===== config.mk =====
export PLATFORM = sky130hd
export DESIGN_NAME = period_meter
export DESIGN_NICKNAME = d
export VERILOG_FILES = /design/src/rtl/pm_pkg.sv /design/src/rtl/sync_edge.sv /design/src/rtl/period_meter.sv
export SDC_FILE = /design/constraint.sdc
export NUM_CORES = 1
export LEC_CHECK = 0
export CELL_PAD_IN_SITES_DETAIL_PLACEMENT = 1
export CELL_PAD_IN_SITES_GLOBAL_PLACEMENT = 2
export CORE_ASPECT_RATIO = 1.25
export CORE_UTILIZATION = 40
export DETAILED_ROUTE_END_ITERATION = 8
export GPL_TIMING_DRIVEN = 0
export PLACE_DENSITY = 0.92
export SYNTH_ARGS = -nofsm -noshare
export SYNTH_HDL_FRONTEND = slang
export SYNTH_SLANG_ARGS = --single-unit

===== constraint.sdc =====
create_clock -name clk_i -period 13.3 [get_ports clk_i]
set_input_delay 1.33 -clock clk_i [delete_from_list [all_inputs] [get_ports clk_i]]
set_output_delay 1.33 -clock clk_i [all_outputs]
set_load 0.01 [all_outputs]

===== src/rtl/pm_pkg.sv =====
// pm_pkg: shared FSM encoding and default sizing for the period meter.
package pm_pkg;
    typedef enum logic [1:0] {IDLE = 2'd0, HIGH = 2'd1, LOW = 2'd2} state_e;
    localparam int          CNT_W_DEF       = 32;
    localparam int unsigned TIMEOUT_DEF     = 100_000_000;
    localparam int          SYNC_STAGES_DEF = 2;
endpackage


===== src/rtl/sync_edge.sv =====
// sync_edge: synchronizes sig_i and flags rising/falling edges of the synchronized level.
module sync_edge
    import pm_pkg::*;
#(
    parameter int SYNC_STAGES = SYNC_STAGES_DEF
) (
    input  logic clk_i,
    input  logic rst_i,
    input  logic sig_i,
    output logic s_o,
    output logic rise_o,
    output logic fall_o
);
    logic [SYNC_STAGES-1:0] sync_q, sync_d;
    logic [SYNC_STAGES:0]   live_q, live_d;
    logic                   p_q, p_d;

    always_comb begin
        sync_d = {sync_q[SYNC_STAGES-2:0], sig_i};
        live_d = {live_q[SYNC_STAGES-1:0], 1'b1};
        p_d    = sync_q[SYNC_STAGES-1];
    end

    always_ff @(posedge clk_i or posedge rst_i) begin
        if (rst_i) begin
            sync_q <= '0;
            live_q <= '0;
            p_q    <= 1'b0;
        end else begin
            sync_q <= sync_d;
            live_q <= live_d;
            p_q    <= p_d;
        end
    end

    // Edges are masked until p holds a real sample, so a level already high at reset is not a rise
    assign s_o    = sync_q[SYNC_STAGES-1];
    assign rise_o = live_q[SYNC_STAGES] & s_o & ~p_q;
    assign fall_o = live_q[SYNC_STAGES] & ~s_o & p_q;
endmodule


===== src/rtl/period_meter.sv =====
// period_meter: measures high time, low time and period of an async square wave in clk_i cycles.
// Publishes one result per rising-to-rising period and flags a stalled input.
module period_meter
    import pm_pkg::*;
#(
    parameter int          CNT_W       = CNT_W_DEF,
    parameter int unsigned TIMEOUT     = TIMEOUT_DEF,
    parameter int          SYNC_STAGES = SYNC_STAGES_DEF
) (
    input  logic             clk_i,
    input  logic             rst_i,
    input  logic             sig_i,
    output logic             meas_valid_o,
    output logic [CNT_W-1:0] high_cnt_o,
    output logic [CNT_W-1:0] low_cnt_o,
    output logic [CNT_W:0]   period_o,
    output logic             stuck_o
);
    localparam logic [CNT_W-1:0] TO  = CNT_W'(TIMEOUT);
    localparam logic [CNT_W-1:0] ONE = CNT_W'(1);

    state_e           state_q, state_d;
    logic [CNT_W-1:0] hcnt_q, hcnt_d, lcnt_q, lcnt_d, idle_q, idle_d;
    logic [CNT_W-1:0] high_q, high_d, low_q, low_d;
    logic [CNT_W:0]   period_q, period_d;
    logic             valid_q, valid_d, stuck_q, stuck_d;
    logic             s, rise, fall;
    logic [CNT_W-1:0] hcnt_inc, lcnt_inc, idle_inc;

    sync_edge #(.SYNC_STAGES(SYNC_STAGES)) u_sync (
        .clk_i (clk_i),
        .rst_i (rst_i),
        .sig_i (sig_i),
        .s_o   (s),
        .rise_o(rise),
        .fall_o(fall)
    );

    assign hcnt_inc = hcnt_q + ONE;
    assign lcnt_inc = lcnt_q + ONE;
    assign idle_inc = idle_q + ONE;

    always_ff @(posedge clk_i or posedge rst_i) begin
        if (rst_i) begin
            state_q  <= IDLE;
            hcnt_q   <= '0;
            lcnt_q   <= '0;
            idle_q   <= '0;
            high_q   <= '0;
            low_q    <= '0;
            period_q <= '0;
            valid_q  <= 1'b0;
            stuck_q  <= 1'b0;
        end else begin
            state_q  <= state_d;
            hcnt_q   <= hcnt_d;
            lcnt_q   <= lcnt_d;
            idle_q   <= idle_d;
            high_q   <= high_d;
            low_q    <= low_d;
            period_q <= period_d;
            valid_q  <= valid_d;
            stuck_q  <= stuck_d;
        end
    end

    always_comb begin
        state_d = state_q;
        case (state_q)
            IDLE:    state_d = rise ? HIGH : IDLE;
            HIGH:    state_d = fall ? LOW : (hcnt_inc == TO) ? IDLE : HIGH;
            LOW:     state_d = rise ? HIGH : (lcnt_inc == TO) ? IDLE : LOW;
            default: state_d = IDLE;
        endcase
    end

    // Counts include the edge cycle itself, so a level of k synchronized cycles reads as k
    always_comb begin
        hcnt_d   = hcnt_q;
        lcnt_d   = lcnt_q;
        idle_d   = idle_q;
        high_d   = high_q;
        low_d    = low_q;
        period_d = period_q;
        valid_d  = 1'b0;
        stuck_d  = stuck_q;
        case (state_q)
            IDLE: begin
                if (rise) begin
                    hcnt_d  = ONE;
                    idle_d  = '0;
                    stuck_d = 1'b0;
                end else begin
                    idle_d  = (idle_q == TO) ? idle_q : idle_inc;
                    stuck_d = stuck_q | (idle_inc == TO);
                end
            end
            HIGH: begin
                if (fall) begin
                    lcnt_d = ONE;
                end else begin
                    hcnt_d  = hcnt_inc;
                    stuck_d = stuck_q | (hcnt_inc == TO);
                end
            end
            LOW: begin
                if (rise) begin
                    valid_d  = 1'b1;
                    high_d   = hcnt_q;
                    low_d    = lcnt_q;
                    period_d = {1'b0, hcnt_q} + {1'b0, lcnt_q};
                    hcnt_d   = ONE;
                end else begin
                    lcnt_d  = lcnt_inc;
                    stuck_d = stuck_q | (lcnt_inc == TO);
                end
            end
            default: ;
        endcase
    end

    assign meas_valid_o = valid_q;
    assign high_cnt_o   = high_q;
    assign low_cnt_o    = low_q;
    assign period_o     = period_q;
    assign stuck_o      = stuck_q;
endmodule


Word level (Yosys, flattened, before mapping) --
Index checks and enable logic that the tools add are counted.
Cells by class: bitwise operators 9, equality and inequality tests 11, muxes and demuxes 20, $add $sub $neg 4, reduce and logical (&&, ||, !) cells 10
Operator list (count):
- $mux W32 | 6
- $eq A32 B27 Y1 const B | 4
- $pmux W32 S2 | 2
- $add A32 B1 Y32 const B | 3
- $add A32 B32 Y33 | 1
- $reduce_and A3 Y1 | 3
- $ne A2 B2 Y1 const B | 4
- $mux W1 | 7
- $mux W2 | 3
- $pmux W2 S3 | 1
- $and A1 B1 Y1 | 4
- $reduce_and A2 Y1 | 2
- $reduce_bool A2 Y1 | 2
- $or A1 B1 Y1 | 3
- $pmux W1 S3 | 1
- $reduce_bool A3 Y1 | 1
- $eq A2 B1 Y1 const B | 1
- $eq A2 B2 Y1 const B | 1
- $logic_not A2 Y1 | 1
- $ne A2 B1 Y1 const B | 1
- $not A1 Y1 | 2
- $reduce_or A2 Y1 | 1
Word-level totals: bits in registers 203, output and inout bits 99, input port bits 3

Depth between registers and ports, before layout --
Gate-level depths: netlist of run 1.
depth in word-level cells 5, gate-level depth with buffers 12, depth with buffers taken out 12

Hierarchy --
From an unflattened synthesis of run 1, not the netlist that was laid out.
Unflattened totals: cells, all modules 1460, area total of the unflattened synthesis 12052.8 um^2
Modules (own cells, without submodules):
- period_meter | area an instance 11877.6 um^2, times used 1, seq. area each 4929.7 um^2, cells each 1450
- sync_edge | area an instance 175.2 um^2, times used 1, seq. area each 150.1 um^2, cells each 10

Least setup slack after synthesis of run 1 --
No wires, ideal clock.
kind reg-to-reg, start register idle_q[0], end register stuck_q, in the netlist stuck_o, arrival time 2.619 ns, stages on the path, launching flop included 12, buffers on the path 2, path slack 10.595 ns, cell sequence dfrtp_1 ha_1 buf_2 nand3_1 nor4_2 and3_1 clkbuf_1 and3_1 a31oi_1 nor4_1 o21ai_0 a211oi_2
Between the ends: cells in the longest elaborated chain, start to end 5
RTL lines:
- start: declaration | line period_meter.sv:23 | logic [CNT_W-1:0] hcnt_q, hcnt_d, lcnt_q, lcnt_d, idle_q, idle_d;
- start signal: assignment | line period_meter.sv:58 | idle_q <= idle_d;
- $add A32 B1 Y32 | line period_meter.sv:41 | assign idle_inc = idle_q + ONE;
- $eq A32 B27 Y1 | line period_meter.sv:95 | stuck_d = stuck_q | (idle_inc == TO);
- $or A1 B1 Y1 | line period_meter.sv:95
- $mux W1 | line period_meter.sv:89 | if (rise) begin
- $pmux W1 S3 | line period_meter.sv:87 | case (state_q)
- end signal: assignment | line period_meter.sv:63 | stuck_q <= stuck_d;
- end: declaration | line period_meter.sv:26 | logic valid_q, valid_d, stuck_q, stuck_d;
No other way between the ends. A chain may end at the register's enable or synchronous reset.

Final worst setup path of run 1 --
start register state_q[0], end register low_q[26], in the netlist low_cnt_o[26]
Between the ends: cells in the longest elaborated chain, start to end 2
RTL lines:
- start: declaration | line period_meter.sv:22 | state_e state_q, state_d;
- start signal: assignment | line period_meter.sv:55 | state_q <= state_d;
- $eq A2 B2 Y1 | line period_meter.sv:87
- $reduce_and A2 Y1 (no source line)
- end signal: assignment | line period_meter.sv:60 | low_q <= low_d;
- end: declaration | line period_meter.sv:24 | logic [CNT_W-1:0] high_q, high_d, low_q, low_d;
No other way between the ends.

==> impl_metrics.env, run 1 <==
export IMPL_status="finished, final reports clean"
export IMPL_startpoint_type="register"
export IMPL_first_iter_violations=435
export IMPL_cts_resized_gates=0
export IMPL_htree_levels=1
export IMPL_syn_inst=1294
export IMPL_numCtsBuffers=23
export IMPL_coreArea_um2=28700
export IMPL_drive_gt1_share_pct=9.53
export IMPL_drc=0
export IMPL_vias=10509
export IMPL_worst_pin_slew_ns=0.993
export IMPL_cts_tree="yes"
export IMPL_intPower_mw=1.18
export IMPL_yosys_top_cells_area="dfrtp_1 (43%), o21ai_0 (7.0%), mux2_2 (5.5%)"
export IMPL_synthArstFlopShare_pct=100
export IMPL_cpMostUsedCell="clkbuf_1"
export IMPL_synthDominantCellAreaShare_pct=43.1
export IMPL_worst_path_max_fanout=10
export IMPL_clock_path_buffers=3
export IMPL_dp_slack_ns=9.70
export IMPL_antenna_found_initial=1
export IMPL_p_sw_share_pct=32.5
export IMPL_n_fill_cell=3334
export IMPL_hold_viol=0
export IMPL_hpwl_um=28300
export IMPL_yosysTopAreaCell="dfrtp_1"
export IMPL_cts_hold_buf=0
export IMPL_area_delta_synth_final_pct=19.8
export IMPL_clock_root_buffer="clkbuf_16"
export IMPL_totalWireLength_um=38300
export IMPL_end_kind="register"
export IMPL_min_period_ns=3.59
export IMPL_holdCritPathClass="reg -> reg"
export IMPL_clock_sinks=203
export IMPL_timing_slew_headroom_pct=33.8
export IMPL_yosys_top_cells_count="dfrtp_1 (203), o21ai_0 (165), nand2_1 (156), nor2_1 (82), mux2_2 (58)"
export IMPL_slowest_delay_ns=0.76
export IMPL_power_frac_seq_pct=39.6
export IMPL_synth_most_common_cell="dfrtp_1"
export IMPL_fin_ws_ns=9.71
export IMPL_clock_power_share_pct=39.2
export IMPL_yosysWarnings=0
export IMPL_drv_slew=0
export IMPL_cp_slowest_cell="clkbuf_1"
export IMPL_dieArea_um2=30200
export IMPL_ir_drop_v=0.0000821
export IMPL_maxCapViolations=0
export IMPL_start_util_pct=41.0
export IMPL_clk_pin_slew_worst_paths_ns=0.06
export IMPL_grt_use_total_pct=25.9
export IMPL_fin_nets=1467
export IMPL_required_ns=13.70
export IMPL_yosysSeqAreaShare_pct=43.1
export IMPL_die_w_um=156
export IMPL_gp_congestion=0.897
export IMPL_ant_nets=0
export IMPL_path_cells="inv_1 -> ha_1 -> clkbuf_1 -> nand2_1 -> inv_1 -> clkbuf_1 -> clkbuf_1 -> mux2_2"
export IMPL_fin_crit_sh_pct=27.0
export IMPL_synth_edff_count=0
export IMPL_ys_types=68
export IMPL_io_pin_count=102
export IMPL_synth_fp_nets=1340
export IMPL_wl_per_cell_um=20.9
export IMPL_p_leak_nw=6.02
export IMPL_combinationalPowerShare_pct=21.2
export IMPL_avgViaCountPerCell=5.75
export IMPL_dr_pass1_iters=4
export IMPL_whs_ns=0.346
export IMPL_grt_overflow_total=0
export IMPL_grt_pass1_wl_um=61700
export IMPL_grt_max_degree=116
export IMPL_finClkSkew_ns=0.00940
export IMPL_max_clock_freq_ghz=0.279
export IMPL_cellPowerDensity_nw_per_um2=123
export IMPL_grt_pass1_vias=11029
export IMPL_portBuffers=101
export IMPL_rsz0062_at_grt="no"
export IMPL_syn_cell_area_um2=11800
export IMPL_avgSynthCellArea_um2=9.12
export IMPL_synth_top_flop_cell="dfrtp_1"
export IMPL_insertion_delay_ns=0.52
export IMPL_setup_viol=0
export IMPL_ys_ff_latch=203
export IMPL_die_h_um=194
export IMPL_power_switching_mw=0.567
export IMPL_rows=69
export IMPL_post_cts_setup_buffers=0
export IMPL_worstPathArrival_ns=3.99
export IMPL_tns_ns=0
export IMPL_critPathKind="reg -> reg"
==> worst max-delay path, delay by kind of cell (launching register included) <==
family                     cells  cell delay (ns)
muxes                          1             0.41
adders and majority gates      1             0.14
and+or+nand+nor                1             0.41
DFF                            1             0.40
buffers and inverters          5             2.08
==> cell type report <==
type / count / area (µm²) / share of cell area (%)
Timing Repair Buffer: 102 / 1040 / 7.35
Multi-Input combinational cell: 999 / 6350 / 44.9
Sequential cell: 203 / 5080 / 35.9
Tap cell: 390 / 488 / 3.45
Clock buffer: 31 / 646 / 4.57
Clock inverter: 11 / 159 / 1.12
Buffer: 70 / 284 / 2.01
Antenna cell: 1 / 2.50 / 0.0177
Inverter: 22 / 90.1 / 0.637
==> worst paths after layout <==
kind                                               to                  startpoint  slack (ns)  cells past startpoint
max in group asynchronous   low_cnt_o[26]$_DFFE_PP0P_                       rst_i       10.98                      3
min                        u_sync.live_q[1]$_DFF_PP0_  u_sync.live_q[0]$_DFF_PP0_        0.35                      0
max                         low_cnt_o[26]$_DFFE_PP0P_        state_q[0]$_DFF_PP0_        9.71                      8
min reg2reg                u_sync.live_q[1]$_DFF_PP0_  u_sync.live_q[0]$_DFF_PP0_        0.35                      0
max reg2reg                 low_cnt_o[26]$_DFFE_PP0P_        state_q[0]$_DFF_PP0_        9.71                      8
min in group asynchronous   high_cnt_o[7]$_DFFE_PP0P_                       rst_i        1.30                      2
==> power by group through the flow <==
stage / sequential, mW / clock [mW] / combinational (mW)
2_1_floorplan: 0.691 / 0 / 0.223
3_3_place_gp: 0.699 / 0 / 0.358
3_5_place_dp: 0.701 / 0 / 0.368
4_1_cts: 0.690 / 0.701 / 0.373
5_1_grt: 0.694 / 0.725 / 0.412
6_report: 0.691 / 0.685 / 0.370
==> state kept, by name (all words and copies together) (netlist names), 3 cells and up <==
signal and count:
hcnt_q 32, high_cnt_o 32, idle_q 32, lcnt_q 32, low_cnt_o 32, period_o 33, u_sync.live_q 3
==> layer usage <==
layer	vias to the layer above	share of wire, %	global-route usage (%)
met5	-	0	0
met4	0	3.8	10.5
met3	69	3.9	3.55
met2	211	51	45.8
met1	5272	41	31.5
li1	4957	-	-
==> cell families (layout without fill, tap and decap cells) <==
family	after synthesis	after routing	synth area share, %
mux	60	60	5.71
fa+ha+maj	43	43	4.62
compound gates	353	353	17.7
flops	203	203	43.1
xor+xnor	67	67	4.98
other cells	1	2	0.0318
buf+inv	92	236	3.11
simple gates	475	475	20.8
==> metrics by stage <==
step           power (mW)  cells  instance area (µm²)  utilization, %
2_1_floorplan       0.914   1294                11800               -
3_3_place_gp         1.06   1785                13300            46.2
3_5_place_dp         1.07   1786                13300            46.4
4_1_cts              1.76   1828                14100            49.2
5_1_grt              1.83   1828                14100            49.2
6_report             1.75   1829                14100            49.2
==> layout by cell type (no fill, tap or decap), types with 5 or more instances in the layout <==
cell type	count
clkbuf_16	23
nor2_1	82
clkbuf_1	55
nor4_1	15
nor3b_1	6
nand2_1	156
o21ai_0	165
o21bai_1	5
nor3_1	26
or4_1	6
xor2_1	37
a31oi_1	28
o21a_1	5
nor2b_1	7
dfrtp_1	203
or3_1	6
xnor2_1	30
ha_1	42
and3_1	26
and4_1	10
nand3_1	54
o31ai_1	29
o41ai_1	7
and2_1	12
nand4_1	28
clkinv_2	6
inv_1	20
a21o_1	15
mux2_2	58
nand2b_1	11
clkdlybuf4s50_1	101
a21oi_1	50
o211ai_1	7
o21ai_1	14
buf_2	16
nand3b_1	5
No activity file was read; power rests on OpenSTA's default activity.
==> run 2, diff against run 1 <==
- CORE_UTILIZATION: 40 -> 33
- PLACE_DENSITY: 0.92 -> 0.81
- clock period: 13.3 -> 2.88 ns (I/O delays scaled with it)
==> run 2 against run 1 <==
  * Clock power grew to 4.6 times the previous value
  * Final area is 7.9% higher
  * Fmax up 25%
  * Die area grew 21%
  * Clock-buffer cell count rose by 4
  * Critical endpoint is now stuck_o$_DFFE_PP0P_
  * Largest power group unchanged
==> impl_metrics.env, run 2 (same netlist as run 1, synthesis figures left out) <==
export IMPL_ant_nets=0
export IMPL_worst_pin_slew_ns=0.846
export IMPL_grt_pass1_vias=11270
export IMPL_min_period_ns=2.88
export IMPL_area_delta_synth_final_pct=29.3
export IMPL_worstPathArrival_ns=3.33
export IMPL_fin_crit_sh_pct=99.9
export IMPL_die_h_um=213
export IMPL_largest_reg_flops=33
export IMPL_grt_overflow_total=0
export IMPL_avgViaCountPerCell=5.53
export IMPL_totalWireLength_um=40900
export IMPL_clock_root_buffer="clkbuf_16"
export IMPL_p_sw_share_pct=33.7
export IMPL_power_mw=8.33
export IMPL_required_ns=3.33
export IMPL_drc=0
export IMPL_htree_levels=1
export IMPL_grt_max_degree=43
export IMPL_hold_depth=1
export IMPL_hold_viol=0
export IMPL_maxCapViolations=0
export IMPL_timing_slew_headroom_pct=43.6
export IMPL_insertion_delay_ns=0.54
export IMPL_worst_path_max_fanout=6
export IMPL_reg2reg_to="stuck_o$_DFFE_PP0P_"
export IMPL_final_cell_mix="dfrtp_1 (182), o21ai_0 (161), nand2_1 (152)"
export IMPL_critPathLaunch="lcnt_q[8]$_DFFE_PP0P_"
export IMPL_tns_ns=0
export IMPL_fin_ws_ns=0.00216
export IMPL_power_frac_seq_pct=38.1
export IMPL_rsz0062_at_grt="yes"
export IMPL_rows=77
export IMPL_holdCritPathClass="in -> reg"
export IMPL_portBuffers=101
export IMPL_finClkSkew_ns=0.00909
export IMPL_placed_area_um2=13500
export IMPL_dr_pass1_iters=5
export IMPL_fin_cells=1965
export IMPL_final_common_cell="dfrtp_1"
export IMPL_cts_tree="yes"
export IMPL_vias=10862
export IMPL_combinationalPowerShare_pct=24.5
export IMPL_clock_path_buffers=3
export IMPL_first_iter_violations=523
export IMPL_grt_use_total_pct=22.4
export IMPL_hold_end="u_sync.sync_q[0]$_DFF_PP0_"
export IMPL_status="finished, final reports clean"
export IMPL_critPathKind="reg -> reg"
export IMPL_intPower_mw=5.53
export IMPL_clock_power_share_pct=37.4
export IMPL_startpoint_type="register"
export IMPL_numCtsBuffers=24
export IMPL_coreArea_um2=35300
export IMPL_fin_nets=1520
export IMPL_clk_pin_slew_worst_paths_ns=0.06
export IMPL_dp_cells=1874
export IMPL_dieArea_um2=36500
export IMPL_fin_area_um2=15300
export IMPL_wl_per_cell_um=20.8
export IMPL_hpwl_um=29500
export IMPL_end_kind="register"
export IMPL_grt_pass1_wl_um=63100
export IMPL_whs_ns=0.199
export IMPL_r2r_slack_ns=0.002
export IMPL_setup_viol=0
export IMPL_start_util_pct=33.5
export IMPL_r2r_cells=11
export IMPL_cellPowerDensity_nw_per_um2=546
export IMPL_antenna_cells=0
export IMPL_min_from="sig_i"
export IMPL_final_util_pct=43.3
export IMPL_clock_sinks=203
export IMPL_io_pin_count=102
export IMPL_die_w_um=171
export IMPL_ir_drop_v=0.000500
export IMPL_reg2reg_from="lcnt_q[8]$_DFFE_PP0P_"
export IMPL_dp_slack_ns=-0.876
export IMPL_max_clock_freq_ghz=0.347
export IMPL_drive_gt1_share_pct=19.5
export IMPL_p_leak_nw=6.56
export IMPL_antenna_found_initial=1
export IMPL_gp_congestion=0.850
export IMPL_power_switching_mw=2.80
export IMPL_drv_slew=0
==> run 2: how the worst max path moves through the flow <==
stage,to,cells after the start
final,stuck_o$_DFFE_PP0P_,11
after detailed placement,low_cnt_o[30]$_DFFE_PP0P_,8
after global placement,high_cnt_o[26]$_DFFE_PP0P_,2
after global routing,stuck_o$_DFFE_PP0P_,11
after floorplan,hcnt_q[0]$_DFFE_PP0P_,1
after CTS,stuck_o$_DFFE_PP0P_,10
==> run 2: power by group through the flow <==
stage | Combinational (mW) | Clock [mW] | Sequential, mW
after floorplan | 1.03 | 0 | 3.19
after global placement | 1.70 | 0 | 3.23
after detailed placement | 1.75 | 0 | 3.24
after CTS | 1.94 | 3.21 | 3.17
after global routing | 2.26 | 3.29 | 3.20
final | 2.04 | 3.12 | 3.17
==> run 2: worst max-delay path, stage by stage, from the launching register on <==
cell      delay (ns)
dfrtp_1         0.37
buf_6           0.13
nand4_1         0.13
buf_6           0.17
or4_4           0.55
nor3_4          0.23
o211ai_1        0.12
a22oi_1         0.19
nand4_1         0.23
nor4_4          0.42
nor4_2          0.11
a211oi_2        0.15
==> run 2: area by class of cell <==
class                      count  area (µm²)
inverter                      22        87.6
clock inverter                 8        73.8
buffer                        65         324
multi-input combinational    999        6800
clock buffer                  35         723
sequential                   203        5110
tap                          474         593
fill                        4070       20000
timing repair buffer         159        1540
==> run 2: metal layers <==
| metal | wire (µm) | track usage (%) | vias up | share of wire [%] |
|---|---|---|---|---|
| met5 | 0 | 0 | - | 0 |
| met1 | 16600 | 26.5 | 5510 | 41 |
| met4 | 1650 | 9.82 | 0 | 4.0 |
| met2 | 21000 | 40.6 | 220 | 51 |
| met3 | 1560 | 2.64 | 76 | 3.8 |
| li1 | - | - | 5056 | - |
==> run 2: timing repair <==
action,in CTS,in global routing
pin swaps,16,24
buffers inserted,29,24
setup endpoints to repair,85,90
hold buffers,0,0
hold endpoints to repair,0,0
gates resized for setup,83,66
